## src/rtl/display_pkg.sv

```systemverilog
// Shared constants, state encoding and height saturation for the panel
// frame-buffer writer.
package display_pkg;

  localparam int NUM_COLS   = 64;
  localparam int NUM_ROWS   = 64;
  localparam int HALF_ROWS  = 32;
  localparam int MAX_HEIGHT = 64;
  localparam int HEIGHT_W   = 7;
  localparam int ADDR_W     = 5;
  localparam int COL_W      = 6;
  localparam int ROW_W      = 6;

  typedef enum logic [1:0] {
    COLLECT,
    RENDER,
    WAIT_SWAP
  } frame_writer_state_t;

  typedef logic [NUM_COLS-1:0][HEIGHT_W-1:0] height_array_t;

  function automatic logic [HEIGHT_W-1:0] sat_height(input logic [HEIGHT_W-1:0] h);
    return (h > HEIGHT_W'(MAX_HEIGHT)) ? HEIGHT_W'(MAX_HEIGHT) : h;
  endfunction

endpackage

```

## src/rtl/bar_row_render.sv

```systemverilog
// Combinational renderer: one panel row of lit/dark pixels from the column
// heights. Bars grow upward from the bottom row, so row r is lit when h+r>=64.
module bar_row_render
  import display_pkg::*;
(
  input  logic                heights_in_unused_guard,
  input  height_array_t       heights,
  input  logic [ROW_W-1:0]    row,
  output logic [NUM_COLS-1:0] pixels
);

  localparam logic [HEIGHT_W:0] THRESHOLD = (HEIGHT_W+1)'(NUM_ROWS);

  logic [HEIGHT_W:0] row_ext;
  assign row_ext = (HEIGHT_W+1)'(row);

  // Extra sum bit keeps 7-bit height + 6-bit row from wrapping.
  for (genvar c = 0; c < NUM_COLS; c++) begin : g_col
    assign pixels[c] = ({1'b0, heights[c]} + row_ext) >= THRESHOLD;
  end

  logic unused;
  assign unused = heights_in_unused_guard;

endmodule

```

## src/rtl/bar_frame_writer.sv

```systemverilog
// Writer side of the double-banked panel frame buffer: collects bar heights,
// renders 32 row-pair words into the back bank, swaps on display end-of-frame.
//
// state     | meaning
// ----------+-----------------------------------------------------------
// COLLECT   | accepting height beats, bar_ready high
// RENDER    | stepping row_cnt 0..31, one registered write per cycle
// WAIT_SWAP | frame complete, waiting for frame_done with writes drained
module bar_frame_writer
  import display_pkg::*;
(
  input  logic                clk,
  input  logic                reset,
  input  logic                bar_valid,
  output logic                bar_ready,
  input  logic [HEIGHT_W-1:0] bar_height,
  input  logic                bar_last,
  input  logic                frame_done,
  output logic                wr_en,
  output logic                wr_bank,
  output logic [ADDR_W-1:0]   wr_addr,
  output logic [NUM_COLS-1:0] wr_row_0,
  output logic [NUM_COLS-1:0] wr_row_1,
  output logic                disp_bank,
  output logic                frame_swapped
);

  frame_writer_state_t state, state_next;
  logic [COL_W-1:0]    col_cnt;
  logic [ADDR_W-1:0]   row_cnt;
  height_array_t       heights;
  logic                beat, beat_end, render, swap;
  logic [NUM_COLS-1:0] pix_0, pix_1;

  assign beat     = bar_valid & bar_ready;
  assign beat_end = beat & (bar_last | (col_cnt == COL_W'(NUM_COLS-1)));

  always_ff @(posedge clk or negedge reset) begin
    if (!reset) state <= RENDER;
    else        state <= state_next;
  end

  always_comb begin
    state_next = state;
    case (state)
      COLLECT:   if (beat_end) state_next = RENDER;
      RENDER:    if (row_cnt == ADDR_W'(HALF_ROWS-1)) state_next = WAIT_SWAP;
      WAIT_SWAP: if (frame_done && !wr_en) state_next = COLLECT;
      default:   state_next = RENDER;
    endcase
  end

  // The last write is still in flight during the first WAIT_SWAP cycle.
  always_comb begin
    bar_ready = (state == COLLECT);
    render    = (state == RENDER);
    swap      = (state == WAIT_SWAP) && frame_done && !wr_en;
  end

  always_ff @(posedge clk or negedge reset) begin
    if (!reset) begin
      col_cnt       <= '0;
      row_cnt       <= '0;
      heights       <= '0;
      disp_bank     <= 1'b0;
      frame_swapped <= 1'b0;
      wr_en         <= 1'b0;
      wr_addr       <= '0;
      wr_row_0      <= '0;
      wr_row_1      <= '0;
    end else begin
      if (beat) begin
        heights[col_cnt] <= sat_height(bar_height);
        col_cnt          <= beat_end ? '0 : col_cnt + COL_W'(1);
      end
      if (render) begin
        row_cnt  <= row_cnt + ADDR_W'(1);
        wr_addr  <= row_cnt;
        wr_row_0 <= pix_0;
        wr_row_1 <= pix_1;
      end
      wr_en         <= render;
      frame_swapped <= swap;
      if (swap) disp_bank <= ~disp_bank;
    end
  end

  assign wr_bank = ~disp_bank;

  bar_row_render u_render_0 (
    .heights_in_unused_guard (1'b0),
    .heights                 (heights),
    .row                     ({1'b0, row_cnt}),
    .pixels                  (pix_0)
  );

  bar_row_render u_render_1 (
    .heights_in_unused_guard (1'b0),
    .heights                 (heights),
    .row                     ({1'b1, row_cnt}),
    .pixels                  (pix_1)
  );

endmodule
```

## config.mk

```make
export PLATFORM = sky130hd
export DESIGN_NAME = bar_frame_writer
export DESIGN_NICKNAME = d
export VERILOG_FILES = /design/src/rtl/display_pkg.sv /design/src/rtl/bar_row_render.sv /design/src/rtl/bar_frame_writer.sv
export SDC_FILE = /design/constraint.sdc
export NUM_CORES = 1
export LEC_CHECK = 0
export BUFFER_PORTS_ARGS = -buffer_cell sky130_fd_sc_hd__buf_2
export CORE_ASPECT_RATIO = 1.4
export CORE_MARGIN = 3
export CORE_UTILIZATION = 55
export CTS_BUF_LIST = sky130_fd_sc_hd__clkbuf_8 sky130_fd_sc_hd__clkbuf_16
export CTS_CLUSTER_DIAMETER = 40
export DETAILED_ROUTE_END_ITERATION = 7
export MAX_ROUTING_LAYER = met4
export PLACE_DENSITY = 0.78
export SLEW_MARGIN = 10
export SYNTH_ARGS = -nofsm -noshare
export SYNTH_HDL_FRONTEND = slang
export SYNTH_SLANG_ARGS = --single-unit
```

## constraint.sdc

```tcl
create_clock -name clk -period 8 [get_ports clk]
set_input_delay 1.6 -clock clk [delete_from_list [all_inputs] [get_ports clk]]
set_output_delay 1.6 -clock clk [all_outputs]
set_load 0.01 [all_outputs]
```

## Word-level counts from Yosys, hierarchy flattened

Cells that the tools add are included.

| storage, ports and cells | value |
|---|---|
| bits in latches | 0 |
| flip-flop bits (word level) | 597 |
| ROM bits | 0 |
| bits of input ports | 12 |
| memory bits (writable) | 0 |
| memories kept | 0 |

| cells by class | value |
|---|---|
| shift-type cells | 0 |
| equality and inequality tests | 7 |
| multipliers | 0 |
| muxes and demuxes | 9 |
| div/mod/pow operators | 0 |
| reductions and logical operators | 7 |
| bitwise operators | 4 |
| add/sub/neg operators | 130 |
| magnitude comparators | 131 |

Operators by type and width:

| kind | number |
|---|---|
| 8-bit by 7-bit greater-or-equal comparator with 1-bit output (second input constant) | 128 |
| 7-bit by 5-bit adder with 8-bit output | 64 |
| 7-bit by 6-bit adder with 8-bit output | 64 |
| 448-bit bitwise mux | 1 |
| 7-bit demux with 6-bit select | 1 |
| 7-bit two-way mux | 2 |
| 7-bit > comparator (second input constant) | 1 |
| 6-bit by 7-bit < comparator with 1-bit output (second input constant) | 1 |
| 6-bit by 1-bit adder with 6-bit output (second input constant) | 1 |
| 6-bit equality test (second input constant) | 1 |
| 6-bit by 1-bit greater-or-equal comparator with 1-bit output (second input constant) | 1 |
| 2-bit two-way mux | 3 |
| 6-bit two-way mux | 1 |
| 2-bit case mux with 3 select lines | 1 |
| 5-bit by 1-bit adder with 5-bit output (second input constant) | 1 |
| 5-bit equality test (second input constant) | 1 |
| 1-bit logical AND | 4 |
| 2-bit by 1-bit inequality test with 1-bit output (second input constant) | 2 |
| 3-bit AND reduction | 1 |
| 1-bit AND | 2 |
| 2-bit by 1-bit equality test with 1-bit output (second input constant) | 1 |
| 2-bit equality test (second input constant) | 1 |
| 2-bit logical NOT | 1 |
| 2-bit inequality test (second input constant) | 1 |
| 3 further kinds | 3 |

## Depth between registers and ports, before layout

Gate-level depths: netlist (run 1).

| logic depth | value |
|---|---|
| depth after elaboration | 5 |
| mapped depth | 10 |

## Hierarchy

Synthesis (run 1) repeated with hierarchy kept, for this count alone.

| second synthesis, totals | value |
|---|---|
| cell total of the unflattened synthesis | 3548 |
| area total of the unflattened synthesis | 43040.0 um^2 |

By module, submodules not included:

| module | area an instance (um^2) | cells an instance | instances | seq. area each (um^2) |
|---|---|---|---|---|
| bar_frame_writer | 22798.1 | 1415 | 1 | 14940.6 |
| bar_row_render at u_render_0 | 10248.6 | 1058 | 1 | 0.0 |
| bar_row_render at u_render_1 | 9993.3 | 1075 | 1 | 0.0 |

## Worst setup path before layout (run 1)

OpenSTA, ideal clock, no wires.

| path | value |
|---|---|
| path kind | flip-flop to flip-flop |
| start point | register row_cnt[1] |
| end point | register wr_row_0[13] |
| setup slack | 2.153 ns |
| period minus slack after synthesis | 5.847 ns |
| arrival | 5.728 ns |
| required time | 7.881 ns |
| stages on the path, launching flop included | 6 |
| cell sequence | dfrtp_1 fa_1 nand4_1 a2111oi_0 a21boi_0 o21a_1 |

| on the way | value |
|---|---|
| cells in the longest elaborated chain, start to end | 2 |

RTL lines:

| what | RTL line | text |
|---|---|---|
| start, declared | bar_frame_writer.sv:30 | `logic [ADDR_W-1:0] row_cnt;` |
| start signal, assigned | bar_frame_writer.sv:77 | `row_cnt <= row_cnt + ADDR_W'(1);` |
| 7-bit by 5-bit adder with 8-bit output | bar_row_render.sv:19 | `assign pixels[c] = ({1'b0, heights[c]} + row_ext) >= THRESHOLD;` |
| 8-bit by 7-bit greater-or-equal comparator with 1-bit output | bar_row_render.sv:19 |  |
| end signal, assigned | bar_frame_writer.sv:79 | `wr_row_0 <= pix_0;` |
| end, declared | bar_frame_writer.sv:22 | `output logic [NUM_COLS-1:0] wr_row_0,` |

No other way between the ends.
A chain may end at the register's enable or synchronous reset.

## Final worst setup path (run 1)

| path | value |
|---|---|
| start point | register state[0] |
| end point | register wr_row_1[38] |

| on the way | value |
|---|---|
| cells in the longest elaborated chain, start to end | 1 |

RTL lines:

| what | RTL line | text |
|---|---|---|
| start, declared | bar_frame_writer.sv:28 | `frame_writer_state_t state, state_next;` |
| start signal, assigned | bar_frame_writer.sv:40 | `else state <= state_next;` |
| 2-bit by 1-bit equality test with 1-bit output | bar_frame_writer.sv:56 | `render = (state == RENDER);` |
| net render | bar_frame_writer.sv:32 | `logic beat, beat_end, render, swap;` |
| end signal, assigned | bar_frame_writer.sv:80 | `wr_row_1 <= pix_1;` |
| end, declared | bar_frame_writer.sv:23 | `output logic [NUM_COLS-1:0] wr_row_1,` |

The timed path passes the listed nets, and every way through them passes these cells.

==> flow_summary.yaml, run 1 <==
yosys:
  yosysTopAreaCellShare_pct: 45.6
  ys_warn_count: 0
  synth_edf_count: 0
  syn_avg_cell_area_sq_um: 11.5
  synth_top_area_cell: "dfrtp_1"
  ys_ff_latch: 597
  async_flop_share_pct: 100
  synth_nets: 3234
  ys_top_cells_by_area: "dfrtp_1 (46%), ha_1 (12%), mux2_2 (12%), fa_1 (3.9%), o21ai_0 (2.6%)"
  syn_inst: 2832
  synth_ff_type: "dfrtp_1"
  netlist_area_sq_mm: 0.0327
  synth_seq_area_share_pct: 45.7
  synth_cell_types: 69
worst_setup_path:
  start_kind: "register"
  arrival_ns: 4.11
  reg2reg_depth: 6
  rr_startpoint: "state[0]"
  required_ns: 8.51
  end_kind: "register"
  critical_path.reg2reg.endpoint: "wr_row_1[38]"
  reg2reg_slack_ns: 4.40
  crit_type: "register to register"
  worstPathMaxFanout: 83
floorplan:
  rows: 105
  die_h_um: 295
  fp.dieW_um: 212
  start_util_pct: 55.7
  io_pins: 150
  core-area_sq_mm: 0.0587
  dieArea_sq_mm: 0.0625
pwr:
  powerDensity_mw_per_mm2: 256
  leakage_uw: 0.0183
  irDropWorstVdd_mv: 0.224
  finalPower_uw: 9390
flow_run:
  drv_cap: 0
global_route:
  grt_first_pass_wirelength_um: 137000
  grt_usage_pct: 28.7
  grt_overflow: 0
  grt_max_degree: 199
  first_global_vias: 25494
  antenna_found_initial: 1
final_layout:
  area_growth_pct: 12.3
  nets: 3366
  final_util_pct: 62.5
  seq_area_sq_mm: 0.0150
  multi_input_area_sq_mm: 0.0171
  final_cells: 3771
  drive_above_1_share_pct: 24.1
  fillCellCount: 4379
place:
  placedCellCount: 3640
  dp_hpwl_um: 52400
  gp_congestion: 0.847
  portBuffers: 149
timing:
  slew_headroom_pct: 20.9
  clock.fmax_mhz: 278
  skew_ns: 0.0310
  finalMaxSlewViolations: 0
  rsz0062_at_grt: "no"
  finalCritPeriodShare_pct: 45.0
  min_period_ns: 3.60
  hold_violations: 0
  setup_viol: 0
  tns_ns: 0
  tightest_slew_ns: 1.19
worst_hold_path:
  holdPathStages: 1
  hp-class: "register to register"
  holdCritStartpoint: "wr_row_1[28]"
  min_to: "wr_row_1[28]"
clock_network:
  cts_tree: "built"
  ctsLongestPathBuffers: 3
  cts_root_buf: "clkbuf_16"
  cts.sinks: 597
  ctsHoldBuffers: 0
  numCtsBuffers: 71
  insertion_delay_ns: 0.63
  post_cts_buffers: 0
  post_cts_resize_count: 0
  htree_num_levels: 3
  clk_pin_slew_worst_paths_ns: 0.06
detailed_routing:
  ant_nets: 0
  drtIter0Drc: 1580
  drt-total-wl_um: 85600
  vias_per_cell: 6.31
  drc: 0
  vias: 23796
  first_pass_iters: 7
  post_drt_wl_per_cell_um: 22.7
status:
  outcome: "finished, final reports clean"
==> layer usage <==
metal / wire length (um) / up-vias / track usage (%)
met5: 0 / - / -
met4: 4120 / 0 / 14.4
met3: 4770 / 282 / 4.31
met2: 42300 / 770 / 47.2
met1: 34300 / 12145 / 34.4
li1: - / 10599 / -
==> worst max-delay path by stage <==
stage	end	startpoint
after floorplan	wr_row_0[13]	row_cnt[1]
after global placement	heights[302]	bar_height[6]
after detailed placement	heights[379]	bar_height[6]
after CTS	wr_row_1[37]	row_cnt[1]
after global routing	wr_row_1[37]	row_cnt[1]
final	wr_row_1[38]	state[0]
==> cells by family (layout without fill, tap and decap cells) <==
group / Yosys count / count (layout) / share of synthesized area [%]
and+or+nand+nor: 695 / 695 / 11.1
muxes: 360 / 360 / 12.4
buffers and inverters: 166 / 354 / 2.07
other: 0 / 2 / 0
DFF: 597 / 597 / 45.7
adders and majority gates: 390 / 390 / 16.4
AOI/OAI and AO/OA: 619 / 619 / 12.3
xor gates and xnor gates: 5 / 5 / 0.134
==> critical path: stages, from the launching register on <==
cell and delay [ns]:
dfstp_2 0.56, ha_4 0.72, buf_4 0.85, nand2_1 0.16, a2111oi_0 0.65, o21ai_0 0.23
o22a_1 0.21
==> per-stage QoR <==
stage | hold WS (ns) | cell area, sq um | setup WS [ns]
after detailed placement | 0.464 | 34200 | 4.36
after CTS | 0.487 | 36700 | 4.43
after global routing | 0.497 | 36700 | 4.12
after global placement | 0.461 | 34200 | 4.38
after floorplan | 0.454 | 32700 | 2.15
final | 0.479 | 36700 | 4.40
==> synthesized netlist by cell type (12+ instances only) <==
| master | n |
|---|---|
| a2111oi_0 | 17 |
| a211oi_1 | 30 |
| a21o_1 | 44 |
| a21oi_1 | 141 |
| a221o_1 | 14 |
| a221oi_1 | 19 |
| a22o_1 | 16 |
| a31o_2 | 16 |
| a31oi_1 | 21 |
| a41oi_1 | 12 |
| and2_1 | 16 |
| and3_1 | 27 |
| buf_2 | 22 |
| clkbuf_1 | 81 |
| dfrtp_1 | 596 |
| fa_1 | 64 |
| ha_1 | 326 |
| inv_1 | 54 |
| mux2_2 | 342 |
| mux2i_1 | 15 |
| nand2_1 | 198 |
| nand2b_1 | 19 |
| nand3_1 | 85 |
| nand3b_1 | 17 |
| nand4_1 | 20 |
| nor2_1 | 118 |
| nor2_2 | 45 |
| nor2b_1 | 37 |
| nor3_1 | 29 |
| nor3b_1 | 12 |
| nor4_1 | 16 |
| nor4b_1 | 18 |
| o211ai_1 | 26 |
| o21a_1 | 12 |
| o21ai_0 | 172 |
| o22a_1 | 13 |
| o31ai_1 | 20 |
| o32ai_1 | 14 |
==> cells in the final DEF, fill, tap and decap left out, types with 13 or more instances in the layout <==
master and n:
clkbuf_16 71, buf_2 147, mux2i_1 15, a21o_1 44, nand4_1 20, a31o_2 16
and2_1 16, o21ai_0 172, o31ai_1 20, nor2_1 118, and3_1 27, nor2_2 45
a221oi_1 19, nor2b_1 31, fa_1 64, a21oi_1 141, o211ai_1 26, a221o_1 14
a31oi_1 21, nand3b_1 17, a22o_1 16, a2111oi_0 17, dfrtp_1 591, ha_1 325
buf_4 19, mux2_2 342, o22a_1 13, nand2_1 198, nand2b_1 19, nand3_1 85
a211oi_1 30, nor3_1 29, o32ai_1 14, nor4_1 16, inv_1 65, nor4b_1 18
==> flip-flops by register name, indices dropped and copies added (netlist names) <==
register       cells
wr_row_1          64
col_cnt            6
wr_addr            5
state              2
wr_en              1
heights          448
wr_row_0          64
disp_bank          1
row_cnt            5
frame_swapped      1
==> where the power goes <==
part           switching, uW  total (uW)  internal, uW
Clock                   1410        3410          2010
Combinational           1550        2340           793
Sequential               359        3630          3280
==> cell type report <==
class                   instances  share of cell area (%)
diodes                          2                  0.0136
clock buffers                  76                    5.03
clock inverters                53                    1.79
inverters                      55                   0.566
multi-input cells            2069                    46.7
flip-flops and latches        597                    40.7
well taps                     749                    2.55
repair buffers                170                    2.60
Note: power is estimated with default switching activity, not from simulation.
==> run 2, diff against run 1 <==
clock period = 3.59 ns   (was 8 ns; I/O delays follow)
==> run 2 against run 1 <==
Net effect: clock-buffer cell count increased by 6; hold slack got worse by 0.38 ns; non-clock buffer count increased by 26; critical path depth unchanged; combinational power increased by 120%; sequential power increased by 130%; setup slack got worse by 3.6 ns; power increased by 120%; cell area about the same; fmax increased by 27%; global-route usage decreased by 0.28 points; largest power group unchanged.
==> flow_summary.yaml, run 2 (synthesis results as in run 1) <==
worst_setup_path:
  critical_path.reg2reg.endpoint: "wr_row_1[32]"
  worstPathMaxFanout: 47
  cp_top_family: "compound AO/OA/AOI/OAI gates"
  crit_type: "register to register"
  path_cells: "ha_1 -> fa_1 -> nand4_1 -> a2111oi_0 -> o2111ai_1 -> o21a_1"
  max_stage_delay_ns: 1.01
  rr_startpoint: "row_cnt[0]"
  end_kind: "register"
  required_ns: 4.07
  worst-path-buf-inv: 0
  crit_slowest_cell: "dfrtp_4"
  reg2reg_depth: 6
  start_kind: "register"
  arrival_ns: 3.31
  reg2reg_slack_ns: 0.76
final_layout:
  max_flop_register: "heights"
  largest_register_ffs: 448
  final_cell_mix: "dfrtp_1 (591), mux2_2 (342), ha_1 (325)"
  reg.largest.list: "heights x448, wr_row_0 x64, wr_row_1 x64"
  final_cells: 3785
  nets: 3387
  area_growth_pct: 12.3
  final_util_pct: 62.5
  layout_commonest_cell: "dfrtp_1"
  drive_above_1_share_pct: 24.5
place:
  gp_congestion: 0.898
  portBuffers: 149
  placedCellCount: 3666
  dp_hpwl_um: 54800
clock_network:
  clk_pin_slew_worst_paths_ns: 0.06
  post_cts_buffers: 0
  post_cts_resize_count: 0
  htree_num_levels: 3
  numCtsBuffers: 66
  ctsLongestPathBuffers: 3
  cts_tree: "built"
  ctsHoldBuffers: 0
  insertion_delay_ns: 0.61
  cts_root_buf: "clkbuf_16"
  cts.sinks: 597
pwr:
  powerDensity_mw_per_mm2: 552
  finalPower_uw: 20300
  irDropWorstVdd_mv: 0.401
  leakage_uw: 0.0183
timing:
  clock.fmax_mhz: 353
  skew_ns: 0.0223
  rsz0062_at_grt: "no"
  hold_violations: 0
  tightest_slew_ns: 1.02
  finalCritPeriodShare_pct: 78.9
  min_period_ns: 2.83
  finalMaxSlewViolations: 0
  tns_ns: 0
  slew_headroom_pct: 32.3
  setup_viol: 0
detailed_routing:
  vias_per_cell: 6.26
  ant_nets: 0
  drc: 0
  post_drt_wl_per_cell_um: 22.4
  drt-total-wl_um: 85000
  vias: 23680
  first_pass_iters: 5
  drtIter0Drc: 1629
global_route:
  grt_usage_pct: 28.4
  grt_first_pass_wirelength_um: 136000
  grt_max_degree: 115
  grt_overflow: 0
  first_global_vias: 25191
  antenna_found_initial: 2
flow_run:
  drv_cap: 0
floorplan:
  start_util_pct: 55.7
  fp.dieW_um: 212
  rows: 105
  die_h_um: 295
  io_pins: 150
  dieArea_sq_mm: 0.0625
  core-area_sq_mm: 0.0587
worst_hold_path:
  hp-class: "primary input to async pin"
status:
  outcome: "finished, final reports clean"
==> run 2: routing by layer <==
layer / share of wire, % / wire [um] / vias to the layer above / track usage [%]
li1: - / - / 10657 / -
met1: 40 / 33700 / 11987 / 34.1
met2: 50 / 42500 / 793 / 47.5
met4: 4.5 / 3780 / 0 / 12.7
met3: 5.8 / 4900 / 243 / 4.24
met5: 0 / 0 / - / -
==> run 2: worst max path at each step <==
stage                     slack [ns]  cells after the start  startpoint            to
after global placement          0.83                      5   bar_valid  heights[405]
after floorplan                 0.51                      6  row_cnt[0]  wr_row_0[13]
after CTS                       0.80                      6    state[1]  heights[402]
after detailed placement        0.79                      5   bar_valid  heights[402]
final                           0.76                      6  row_cnt[0]  wr_row_1[32]
after global routing            0.58                      6  row_cnt[0]  wr_row_1[26]
==> run 2: report_power, final <==
group / internal (uW) / switching (uW)
Sequential: 7290 / 970
Combinational: 1910 / 3340
Clock: 3940 / 2830
==> run 2: worst register-to-register path, delay by kind of cell (launching register included) <==
kind,cells,cell delay [ns]
AO/OA/AOI/OAI,3,1.07
adder cells (fa/ha/maj),2,0.53
flip-flops,1,1.01
AND/OR/NAND/NOR,1,0.12
==> run 2: through the flow <==
| step | setup WS [ns] | cell area (sq um) | hold slack, ns |
|---|---|---|---|
| after floorplan | 0.515 | 32700 | 0.422 |
| after global placement | 0.832 | 34500 | 0.464 |
| after detailed placement | 0.787 | 34500 | 0.472 |
| after CTS | 0.798 | 36700 | 0.129 |
| after global routing | 0.584 | 36700 | 0.154 |
| final | 0.758 | 36700 | 0.0988 |
==> run 2: layout make-up <==
class | count | area [sq um]
tap | 749 | 937
inverter | 55 | 208
timing repair buffer | 196 | 1290
fill | 4346 | 22000
clock inverter | 35 | 275
multi-input combinational | 2069 | 17100
clock buffer | 82 | 1910
antenna | 2 | 5.00
sequential | 597 | 15000
